$ cat src/rtl/ans_display_if.sv
// Link between the arithmetic result producer and the seven-segment display back-end.
// The arithmetic side drives ans/signed_mode/load; the display side returns busy and the drive pins.
interface ans_display_if;
    logic [15:0] ans;
    logic        signed_mode;
    logic        load;
    logic        busy;
    logic [7:0]  digit_en;
    logic [6:0]  segments;
    logic        dp;

    modport master (
        output ans,
        output signed_mode,
        output load,
        input  busy,
        input  digit_en,
        input  segments,
        input  dp
    );

    modport slave (
        input  ans,
        input  signed_mode,
        input  load,
        output busy,
        output digit_en,
        output segments,
        output dp
    );
endinterface

$ cat src/rtl/ans_display.sv
// Captures a 16-bit result, converts it to sign-magnitude BCD by sequential double-dabble,
// and scans it onto an 8-digit active-low multiplexed seven-segment display.
module ans_display #(
    parameter int CLK_DIV = 100000
) (
    input  logic          clock,
    input  logic          reset,
    ans_display_if.slave  bus
);
    localparam int              DIV_W     = $clog2(CLK_DIV);
    localparam logic [DIV_W-1:0] DIV_LAST = DIV_W'(CLK_DIV - 1);
    localparam logic [6:0]      SEG_BLANK = 7'b1111111;
    localparam logic [6:0]      SEG_MINUS = 7'b0111111;

    typedef enum logic [1:0] {IDLE, CONV, UPDATE} state_t;

    state_t             state;
    logic               busy;
    logic [3:0]         iter;
    logic [15:0]        mag;
    logic [19:0]        bcd;
    logic               neg_cap;
    logic [19:0]        disp_bcd;
    logic               disp_neg;
    logic [DIV_W-1:0]   div_cnt;
    logic [2:0]         idx;
    logic [7:0]         digit_en;
    logic [6:0]         segments;

    logic signed [15:0] ans_s;
    logic               neg_in;
    logic [35:0]        dabble_shift;
    logic [19:0]        upper;
    logic [6:0]         seg_next;

    function automatic logic [19:0] dabble_adj(input logic [19:0] b);
        logic [19:0] r;
        r = b;
        for (int i = 0; i < 5; i++) begin
            if (b[4*i +: 4] >= 4'd5)
                r[4*i +: 4] = b[4*i +: 4] + 4'd3;
        end
        return r;
    endfunction

    function automatic logic [6:0] seg_of(input logic [3:0] n);
        case (n)
            4'd0:    return 7'b1000000;
            4'd1:    return 7'b1111001;
            4'd2:    return 7'b0100100;
            4'd3:    return 7'b0110000;
            4'd4:    return 7'b0011001;
            4'd5:    return 7'b0010010;
            4'd6:    return 7'b0000010;
            4'd7:    return 7'b1111000;
            4'd8:    return 7'b0000000;
            4'd9:    return 7'b0010000;
            default: return SEG_BLANK;
        endcase
    endfunction

    assign ans_s        = signed'(bus.ans);
    assign neg_in       = bus.signed_mode & bus.ans[15];
    assign dabble_shift = {dabble_adj(bcd), mag} << 1;

    // Conversion control; the display registers only change in UPDATE, so a
    // reset mid-conversion can never leak a partial result.
    always_ff @(posedge clock or negedge reset) begin
        if (!reset) begin
            state    <= IDLE;
            busy     <= 1'b0;
            iter     <= 4'd0;
            disp_bcd <= 20'd0;
            disp_neg <= 1'b0;
        end else begin
            case (state)
                IDLE: begin
                    if (bus.load) begin
                        state <= CONV;
                        busy  <= 1'b1;
                        iter  <= 4'd0;
                    end
                end
                CONV: begin
                    iter <= iter + 4'd1;
                    if (iter == 4'd15)
                        state <= UPDATE;
                end
                UPDATE: begin
                    disp_bcd <= bcd;
                    disp_neg <= neg_cap;
                    busy     <= 1'b0;
                    state    <= IDLE;
                end
                default: state <= IDLE;
            endcase
        end
    end

    // Double-dabble datapath: magnitude shifts out MSB-first into the BCD accumulator.
    always_ff @(posedge clock) begin
        if (state == IDLE && bus.load) begin
            mag     <= neg_in ? unsigned'(-ans_s) : bus.ans;
            neg_cap <= neg_in;
            bcd     <= 20'd0;
        end else if (state == CONV) begin
            bcd <= dabble_shift[35:16];
            mag <= dabble_shift[15:0];
        end
    end

    assign upper = disp_bcd >> {idx, 2'b00};

    // Digit i>0 blanks when it and every more significant digit are zero.
    always_comb begin
        seg_next = SEG_BLANK;
        if (idx <= 3'd4) begin
            if (idx == 3'd0 || upper != 20'd0)
                seg_next = seg_of(upper[3:0]);
        end else if (idx == 3'd7 && disp_neg) begin
            seg_next = SEG_MINUS;
        end
    end

    // Free-running scan, independent of the conversion FSM.
    always_ff @(posedge clock or negedge reset) begin
        if (!reset) begin
            div_cnt  <= '0;
            idx      <= 3'd0;
            digit_en <= 8'hFE;
            segments <= 7'b1000000;
        end else begin
            if (div_cnt == DIV_LAST) begin
                div_cnt <= '0;
                idx     <= idx + 3'd1;
            end else begin
                div_cnt <= div_cnt + 1'b1;
            end
            digit_en <= ~(8'd1 << idx);
            segments <= seg_next;
        end
    end

    assign bus.busy     = busy;
    assign bus.digit_en = digit_en;
    assign bus.segments = segments;
    assign bus.dp       = 1'b1;

endmodule

$ cat src/flat_wrapper.sv
// flat-port wrapper written by rule: the top's interface ports become plain ports
module ans_display_flat 
#(
    parameter int CLK_DIV = 100000
)
  (clock, reset, bus_ans, bus_signed_mode, bus_load, bus_busy, bus_digit_en, bus_segments, bus_dp);
  ans_display_if bus_i ();
  input  logic clock;
  input  logic reset;
  input wire logic [$bits(bus_i.ans)-1:0] bus_ans;
  input wire logic [$bits(bus_i.signed_mode)-1:0] bus_signed_mode;
  input wire logic [$bits(bus_i.load)-1:0] bus_load;
  output wire logic [$bits(bus_i.busy)-1:0] bus_busy;
  output wire logic [$bits(bus_i.digit_en)-1:0] bus_digit_en;
  output wire logic [$bits(bus_i.segments)-1:0] bus_segments;
  output wire logic [$bits(bus_i.dp)-1:0] bus_dp;
  assign bus_i.ans = bus_ans;
  assign bus_i.signed_mode = bus_signed_mode;
  assign bus_i.load = bus_load;
  assign bus_busy = bus_i.busy;
  assign bus_digit_en = bus_i.digit_en;
  assign bus_segments = bus_i.segments;
  assign bus_dp = bus_i.dp;
  ans_display #(.CLK_DIV(CLK_DIV)) u_core (.clock(clock), .reset(reset), .bus(bus_i));
endmodule
$ cat config.mk
export PLATFORM = sky130hd
export DESIGN_NAME = ans_display_flat
export DESIGN_NICKNAME = d
export VERILOG_FILES = /design/src/rtl/ans_display_if.sv /design/src/rtl/ans_display.sv /design/src/flat_wrapper.sv
export SDC_FILE = /design/constraint.sdc
export NUM_CORES = 1
export LEC_CHECK = 0
export CORE_ASPECT_RATIO = 1.25
export CORE_UTILIZATION = 45
export CTS_BUF_LIST = sky130_fd_sc_hd__clkbuf_8
export DETAILED_ROUTE_END_ITERATION = 10
export HOLD_SLACK_MARGIN = 0.03
export PLACE_DENSITY = 0.66
export SYNTH_ARGS = -nofsm -noshare
export SYNTH_HDL_FRONTEND = slang
export SYNTH_SLANG_ARGS = --single-unit
$ cat constraint.sdc
create_clock -name clock -period 2.65 [get_ports clock]
set_clock_uncertainty 0.15 [all_clocks]
set_input_delay 0.265 -clock clock [delete_from_list [all_inputs] [get_ports clock]]
set_output_delay 0.265 -clock clock [all_outputs]
set_load 0.005 [all_outputs]
==> results of run 1 <==
-- Yosys cell counts (3+ instances only) --
cell type	count	share of area
nand2b_1	10	0.013
clkbuf_1	13	0.0098
a21oi_1	31	0.031
nor4_1	7	0.0088
o21ai_0	49	0.049
nor2_1	39	0.030
nand2_1	62	0.047
mux4_2	3	0.014
inv_1	22	0.017
xor2_1	19	0.034
o22ai_1	5	0.0063
dfstp_2	8	0.042
nand3_1	15	0.015
edfxtp_1	17	0.10
dfxtp_1	20	0.081
nand4_1	5	0.0063
xnor2_1	19	0.034
mux2i_1	3	0.0061
nor2b_1	4	0.0050
mux2_2	16	0.036
buf_2	3	0.0030
ha_1	24	0.061
o31ai_1	5	0.0076
nor3_1	6	0.0061
dfrtp_1	55	0.28
-- cells by family after synthesis --
| logic type | share of synthesized area |
|---|---|
| other | 0.000756 |
| buffers and inverters | 0.0333 |
| DFF | 0.503 |
| muxes | 0.0560 |
| and+or+nand+nor | 0.158 |
| AOI/OAI and AO/OA | 0.121 |
| adders and majority gates | 0.0605 |
| xor gates and xnor gates | 0.0671 |
-- sequential cells by signal, summed over array words and instances (netlist names) --
signal	count
u_core.bcd	20
u_core.iter	4
u_core.mag	16
u_core.disp_bcd	20
u_core.idx	3
u_core.neg_cap	1
u_core.disp_neg	1
u_core.bus.segments	7
u_core.state	2
u_core.bus.digit_en	8
u_core.div_cnt	17
u_core.bus.busy	1
-- cell type report --
type                            instances  area [µm²]
Tap cell                              132         165
Timing Repair Buffer                   51         468
Multi-Input combinational cell        355        2310
Fill cell                             966        4900
Inverter                               24        90.1
Clock inverter                          7         109
Clock buffer                            9         124
Sequential cell                       100        2500
-- worst register-to-register path, delay by kind of cell (launching register included) --
family / cells / cell delay (ns)
adder cells (fa/ha/maj): 1 / 0.25
AND/OR/NAND/NOR: 3 / 0.52
AO/OA/AOI/OAI: 3 / 0.69
flip-flops: 1 / 0.51
buffers and inverters: 1 / 0.23
-- routing by layer --
layer  GRT usage  wire length [µm]
met1       0.197              3940
met4      0.0765               264
met5           0                 0
met2       0.321              4870
met3      0.0409               269
-- power by group --
| part | total (mW) | switching (mW) | internal, mW | leakage [nW] |
|---|---|---|---|---|
| clock | 1.10 | 0.552 | 0.547 | 0.117 |
| combinational | 1.68 | 0.903 | 0.782 | 1.19 |
| sequential | 2.34 | 0.283 | 2.06 | 1.10 |
| total | 5.13 | 1.74 | 3.39 | 2.41 |
-- what timing repair did --
item,CTS,global route
setup buffers,0,0
endpoints found under the hold margin,23,0
hold buffers,1,0
resized for setup,0,2
endpoints found under the setup margin,0,7
-- through the flow --
step / instances / setup slack (ns) / TNS (ns) / total power, mW
global route: 678 / -0.0944 / -0.192 / 5.51
floorplan: 497 / 0.0562 / 0 / 3.50
global placement: 661 / 0.0216 / 0 / 3.97
finish: 678 / 0.164 / 0 / 5.13
detailed placement: 661 / -0.0201 / -0.0201 / 4.05
CTS: 678 / 0.0983 / 0 / 5.16
-- worst max path at each step --
stage,end,slack [ns],cells after the start
after global placement,u_core.mag[13],0.02,6
after global routing,u_core.bus.segments[5],-0.09,8
after floorplan,u_core.bus.segments[6],0.06,8
after CTS,u_core.bus.segments[6],0.1,9
after detailed placement,u_core.mag[13],-0.02,6
final,u_core.bus.segments[5],0.16,8
==> results_dict.tcl, run 1 <==
set metrics [dict create \
    outcome "complete, no violations" \
    synthToLayoutAreaGrowth_pct 16.3 \
    n_antenna_cell 0 \
    cts_buffer_depth 2 \
    drc 0 \
    crit_path_cell_trace "buf_4 > nor4bb_1 > a21oi_1 > ha_1 > nand4_1 > nor4b_4 > a221oi_1 > o21ai_0" \
    syn_inst 497 \
    slew_headroom 0.391 \
    path_buf_inv 1 \
    io_buffers 35 \
    drtIter0Drc 138 \
    finalCritPeriodShare 0.938 \
    worst_ep_required_time_ns 2.73 \
    worstMarginPinSlew_ns 0.913 \
    worst_ep_arrival_time_ns 2.56 \
    syn_area_per_cell_um2 9.98 \
    layout_common_cells "nand2_1 (62), dfrtp_1 (54), o21ai_0 (49), nor2_1 (39), clkdlybuf4s50_1 (34)" \
    fmax_ghz 0.402 \
    fin_hold_ws_ns 0.284 \
    grt_usage 0.179 \
    async_flop_share 0.630 \
    rr_startpoint "u_core.idx[1]" \
    leakagePower_nw 2.41 \
    worstSetupPathType "flip-flop to flip-flop" \
    die_x_um 95.9 \
    final_antenna_net_count 0 \
    final_util 0.541 \
    postLayoutCellArea_mm2 0.00577 \
    vias 3627 \
    globalRouteOverflowTotal 0 \
    cp-startpoint "u_core.idx[1]" \
    die_area_mm2 0.0115 \
    cpPeakStageDelay_ns 0.51 \
    maxCapViolCount 0 \
    clock_latency_ns 0.36 \
    powerDensity_mw_per_mm2 888 \
    floorplan.initialDensity 0.465 \
    grt_pass1_wl_um 16000 \
    yosys.cell_types.count 54 \
    hpwlAfterDp_um 6910 \
    cp-end-kind "flip-flop" \
    cts_buffers 9 \
    drive_above_1_share 0.123 \
    synth_edf_count 17 \
    die_h_um 119 \
    peakVddDrop_mv 0.396 \
    rsz0062_at_grt "yes" \
    grt_start_max_net_pins 33 \
    vias_per_cell 5.35 \
    synth_ff_type "dfrtp_1" \
    ys_seq_area_frac 0.503 \
    start_kind "flip-flop" \
    min_period_ns 2.49 \
    cts_tree "done" \
    layout_commonest_cell "nand2_1" \
    rows 42 \
    slowest_stage "dfrtp_1" \
    detailed_place.area_mm2 0.00552 \
    final-max-slew-violation-count 0 \
    synth-warning-count 0 \
    totalWireLength_um 9340 \
    regToRegSetupSlack_ns 0.16 \
    rr_worst_depth 8 \
    nNetsFinal 585 \
    min_path_type "input pin to async pin" \
    gp_congestion 0.817 \
    post_drt_wl_per_cell_um 13.8 \
    clkSinkCount 100 \
    crit_fanout 10 \
    critPathTopFamily "compound AO/OA/AOI/OAI gates" \
    setup_viol_count_final 0 \
    cts_root_buffer "clkbuf_8" \
    clk_pin_slew_ns 0.10 \
    syn_area_mm2 0.00496 \
    syn-num-nets 541 \
    dr.pass1.iters 4 \
    grt_pass1_vias 3671 \
    core_area_mm2 0.0107 \
    antenna_found_initial 0 \
    ys_seq_elements 100 \
    finalHoldViolCount 0 \
    worstReg2RegEnd "u_core.bus.segments[5]" \
    htree_levels 3 \
    num_io_pins 37 \
]
(Power assumes the default switching activity.)
==> run 2: changes to the inputs <==
- PLACE_DENSITY: 0.66 -> default
- clock period: 2.65 -> 2.75 ns (I/O delays scaled with it)
==> run 2 against run 1 <==
  * Worst setup slack improved by 0.060 ns
  * Sequential share of layout area rose by 0.36 points
  * Combinational power fell by 4%
  * Worst hold slack improved by 0.016 ns
  * Sequential cell count did not move
  * First-iteration DRC count fell by 5.8%
  * Register-to-register slack improved by 0.06 ns
  * Critical path type unchanged
  * Sequential power fell by 3%
  * Global-route usage rose by 1.0 points
==> results_dict.tcl, run 2 (synthesis gave the netlist of run 1 again) <==
set metrics [dict create \
    grt_pass1_wl_um 16900 \
    clkSinkCount 100 \
    post_cts_buffers 0 \
    n_antenna_cell 0 \
    powerDensity_mw_per_mm2 839 \
    hpwlAfterDp_um 7100 \
    outcome "complete, no violations" \
    cp-end-kind "flip-flop" \
    total_power_mw 4.80 \
    rows 42 \
    critPathCapture "u_core.bus.segments[6]" \
    clock_latency_ns 0.36 \
    die_h_um 119 \
    floorplan.initialDensity 0.465 \
    synthToLayoutAreaGrowth_pct 15.3 \
    top_regs "u_core.bcd (20), u_core.disp_bcd (20), u_core.div_cnt (17)" \
    finalHoldViolCount 0 \
    die_x_um 95.9 \
    gp_congestion 0.846 \
    cts_tree "done" \
    grt_start_max_net_pins 33 \
    worstSetupPathType "flip-flop to flip-flop" \
    peakVddDrop_mv 0.498 \
    postLayoutCellArea_mm2 0.00572 \
    post_drt_wl_per_cell_um 14.4 \
    post-place-ws_ns 0.0761 \
    rr_worst_depth 9 \
    layoutNonFillerInstCount 679 \
    globalRouteOverflowTotal 0 \
    rsz0062_at_grt "no" \
    vias_per_cell 5.33 \
    nNetsFinal 586 \
    worst_ep_required_time_ns 2.91 \
    htree_levels 3 \
    rr_startpoint "u_core.idx[0]" \
    layout_common_cells "nand2_1 (62), dfrtp_1 (54), o21ai_0 (49), nor2_1 (39), clkdlybuf4s50_1 (34)" \
    min_path_type "flip-flop to flip-flop" \
    cts_root_buffer "clkbuf_8" \
    finalCritPeriodShare 0.919 \
    leakagePower_nw 2.39 \
    hold_depth 2 \
    maxCapViolCount 0 \
    cts_buffer_depth 2 \
    min_period_ns 2.53 \
    crit_fanout 5 \
    drtIter0Drc 130 \
    detailed_place.area_mm2 0.00552 \
    io_buffers 35 \
    grt_usage 0.189 \
    die_area_mm2 0.0115 \
    start_kind "flip-flop" \
    final_antenna_net_count 0 \
    core_area_mm2 0.0107 \
    drc 0 \
    vias 3620 \
    totalWireLength_um 9800 \
    finalSetupTns_ns 0 \
    setup_viol_count_final 0 \
    slew_headroom 0.369 \
    grt_pass1_vias 3623 \
    dr.pass1.iters 5 \
    worst_ep_arrival_time_ns 2.68 \
    worstReg2RegEnd "u_core.bus.segments[6]" \
    clk_pin_slew_ns 0.10 \
    antenna_found_initial 0 \
    fmax_ghz 0.396 \
    regToRegSetupSlack_ns 0.22 \
    drive_above_1_share 0.121 \
    num_io_pins 37 \
    cts_buffers 9 \
    final-max-slew-violation-count 0 \
    cp-startpoint "u_core.idx[0]" \
    layout_setup_ws_ns 0.224 \
    dp.cells 662 \
    worstMarginPinSlew_ns 0.947 \
    layout_commonest_cell "nand2_1" \
]
run 2: cell types whose count changed in the layout (fill, tap and decap cells not counted), sizes merged:
cell      delta
buf          +1
bufinv       -1
clkinv       +1
clkinvlp     +1
inv          -1
run 2: worst min-delay path by stage:
stage                              endpoint      startpoint
final                         u_core.bcd[0]  u_core.mag[15]
after global routing          u_core.bcd[0]  u_core.mag[15]
after CTS                     u_core.bcd[0]  u_core.mag[15]
after detailed placement  u_core.div_cnt[4]           reset
after global placement    u_core.div_cnt[4]           reset
after floorplan             u_core.bus.busy           reset
run 2: through the flow:
stage | util | hold WS, ns
6_report | 0.536 | 0.300
5_1_grt | 0.536 | 0.329
4_1_cts | 0.536 | 0.305
3_5_place_dp | 0.517 | 0.193
3_3_place_gp | 0.517 | 0.208
2_1_floorplan | - | -0.171
run 2: where the power goes:
group / internal [mW] / switching (mW) / leakage (nW)
clock network: 0.418 / 0.507 / 0.100
registers: 1.98 / 0.280 / 1.10
logic: 0.746 / 0.867 / 1.19
run 2: layer usage:
layer  vias to the layer above  global-route usage  share of wire
met2                        49               0.314           0.51
met3                         9              0.0332          0.025
met5                         -                   0              0
li1                       1814                   -              -
met1                      1748               0.242           0.45
met4                         0              0.0728          0.016
run 2: cell type report:
| class | instances | area (µm²) |
|---|---|---|
| clock buffer | 9 | 124 |
| clock inverter | 7 | 68.8 |
| fill | 958 | 4950 |
| inverter | 24 | 90.1 |
| multi-input combinational | 355 | 2300 |
| sequential | 100 | 2500 |
| tap | 132 | 165 |
| timing repair buffer | 52 | 475 |
run 2: what timing repair did:
item,CTS,global route
gates resized for setup,0,1
endpoints found under the setup margin,0,4
hold buffers,1,0
hold endpoints to repair,26,0
run 2: worst max-delay path, stage by stage, from the launching register on:
cell	delay, ns
dfrtp_2	0.44
mux2_2	0.35
a21oi_1	0.28
o21a_1	0.23
ha_1	0.22
nand4_1	0.09
nor4b_1	0.28
buf_4	0.18
a221o_1	0.13
o32a_1	0.13
==> run 3: changes to the inputs <==
==> constraint.sdc (replaced) <==
create_clock -name clock -period 2.8 [get_ports clock]
set_clock_uncertainty 0.15 [all_clocks]
set_input_delay 0.56 -clock clock [delete_from_list [all_inputs] [get_ports clock]]
set_output_delay 0.56 -clock clock [all_outputs]
set_load 0.005 [all_outputs]
==> run 3 against run 2 <==
  * Routed wire length is 0.81% lower
  * Worst hold slack better by 0.013 ns
  * Sequential share of layout area is 0.82 points lower
  * Global-route usage is 0.14 points lower
  * Sequential power is 2% lower
  * Non-clock buffer count is 9 higher
  * Sequential cell count stayed put
  * Die area stayed put
  * Critical path depth is 1 lower
  * Highest routed layer unchanged
  * First-iteration DRC count is 10% lower
  * Clock-buffer cell count is 2 higher
==> results_dict.tcl, run 3 (synthesis gave the netlist of run 1 again) <==
set metrics [dict create \
    outcome "complete, no violations" \
    cts_buffers 9 \
    nFillCells 964 \
    fmax_ghz 0.393 \
    dp.cells 671 \
    crit_path_cell_trace "mux4_2 > a21oi_1 > ha_1 > nand4_1 > nor4b_1 > buf_4 > a221o_1 > o32a_1" \
    synthToLayoutAreaGrowth_pct 17.5 \
    nNetsFinal 595 \
    min_path_type "flip-flop to flip-flop" \
    post_drt_wl_per_cell_um 14.1 \
    hpwlAfterDp_um 7090 \
    wl_met1_um 4350 \
    drtIter0Drc 117 \
    worstReg2RegEnd "u_core.bus.segments[6]" \
    cpPeakStageDelay_ns 0.54 \
    final_antenna_net_count 0 \
    highest_layer "met4" \
    critPathTopFamily "multiplexers" \
    layout_setup_ws_ns 0.255 \
    clk_pin_slew_ns 0.09 \
    rr_startpoint "u_core.idx[0]" \
    comb_power_share 0.338 \
    die_area_mm2 0.0115 \
    start_kind "flip-flop" \
    powerDensity_mw_per_mm2 826 \
    detailed_place.area_mm2 0.00561 \
    final_util 0.547 \
    num_io_pins 37 \
    peakVddDrop_mv 0.407 \
    layout_commonest_cell "nand2_1" \
    clkSinkCount 100 \
    pwr-share-clk 0.202 \
    n_antenna_cell 0 \
    power.internal_mw 3.18 \
    grt_pass1_wl_um 16600 \
    finalSetupTns_ns 0 \
    cts_buffer_depth 2 \
    critPathCapture "u_core.bus.segments[6]" \
    p_seq_frac 0.460 \
    cts_tree "done" \
    worstSetupPathType "flip-flop to flip-flop" \
    core_area_mm2 0.0107 \
    slew_headroom 0.323 \
    grt_usage 0.188 \
    top_regs "u_core.bcd (20), u_core.disp_bcd (20), u_core.div_cnt (17)" \
    cts_root_buffer "clkbuf_8" \
    finalHoldViolCount 0 \
    gp_congestion 0.845 \
    postLayoutCellArea_mm2 0.00583 \
    total_power_mw 4.82 \
    cp-startpoint "u_core.idx[0]" \
    clock_latency_ns 0.38 \
    io_buffers 35 \
    vias 3652 \
    setup_viol_count_final 0 \
    regToRegSetupSlack_ns 0.25 \
    leakagePower_nw 2.44 \
    slowest_stage "mux4_2" \
    regArea_mm2 0.00250 \
    totalWireLength_um 9720 \
    antenna_found_initial 0 \
    min_period_ns 2.55 \
    p_sw_mw 1.64 \
    worst_ep_arrival_time_ns 2.72 \
    dr.pass1.iters 4 \
    rows 42 \
    layout_common_cells "nand2_1 (62), dfrtp_1 (54), o21ai_0 (49), nor2_1 (39), clkdlybuf4s50_1 (34)" \
    grt_start_max_net_pins 55 \
    rsz0062_at_grt "no" \
    wl_met3_um 272 \
    maxCapViolCount 0 \
    worstMarginPinSlew_ns 1.02 \
    post-place-ws_ns -0.0824 \
    crit_cells 8 \
    vias_per_cell 5.31 \
    htree_levels 3 \
    path_buf_inv 1 \
    grt_pass1_vias 3568 \
    die_x_um 95.9 \
    floorplan.initialDensity 0.465 \
    multi_input_area_mm2 0.00230 \
    layoutNonFillerInstCount 688 \
    globalRouteOverflowTotal 0 \
    switching_share 0.341 \
    final-max-slew-violation-count 0 \
    die_h_um 119 \
    wl_met2_um 4890 \
    drive_above_1_share 0.137 \
    rr_worst_depth 8 \
    drc 0 \
    fin_hold_ws_ns 0.313 \
    worst_ep_required_time_ns 2.97 \
    cp-end-kind "flip-flop" \
    crit_fanout 5 \
    finalCritPeriodShare 0.909 \
]
==> run 3: cell types whose count changed in the layout (fill, tap and decap cells not counted) <==
cell and delta:
buf_12 +2, buf_4 +7, clkbuf_8 +2, clkinv_2 -1, clkinv_4 -2, clkinvlp_4 +1
inv_1 -1, inv_6 +1
==> run 3: area by class of cell <==
class	instances	share of cell area
clock buffer	11	0.0260
multi-input combinational	355	0.394
tap	132	0.0283
clock inverter	5	0.0101
sequential	100	0.428
inverter	24	0.0154
timing repair buffer	61	0.0974
==> run 3: tightest hold or removal path, stage by stage (launching register included) <==
cell      delay, ns
edfxtp_1       0.33
nand2_1        0.04
o21ai_0        0.06
==> run 3: worst min-delay path by stage <==
stage	depth (start not counted)	from	slack, ns	endpoint
3_5_place_dp	1	reset	0.29	u_core.div_cnt[5]
6_report	2	u_core.mag[15]	0.31	u_core.bcd[0]
2_1_floorplan	0	reset	0.11	u_core.bus.busy
4_1_cts	2	u_core.mag[15]	0.32	u_core.bcd[0]
5_1_grt	2	u_core.mag[15]	0.35	u_core.bcd[0]
3_3_place_gp	1	reset	0.29	u_core.div_cnt[7]
==> run 3: per-layer routing <==
layer,global-route usage,vias up
met1,0.231,1746
met4,0.0812,0
li1,-,1842
met5,0,-
met2,0.311,47
met3,0.0428,17
==> run 3: power groups by stage <==
stage          combinational (mW)  clock (mW)  sequential [mW]
5_1_grt                      1.84        1.07             2.28
3_3_place_gp                 1.58           0             2.23
6_report                     1.63       0.974             2.22
4_1_cts                      1.64       0.998             2.22
3_5_place_dp                 1.63           0             2.25
2_1_floorplan                1.14           0             2.17
==> run 3: what timing repair did <==
item	4_1_cts	5_1_grt
endpoints found under the setup margin	0	3
hold endpoints to repair	9	0
hold buffers	1	0
gates resized for setup	0	1
setup buffers	0	0
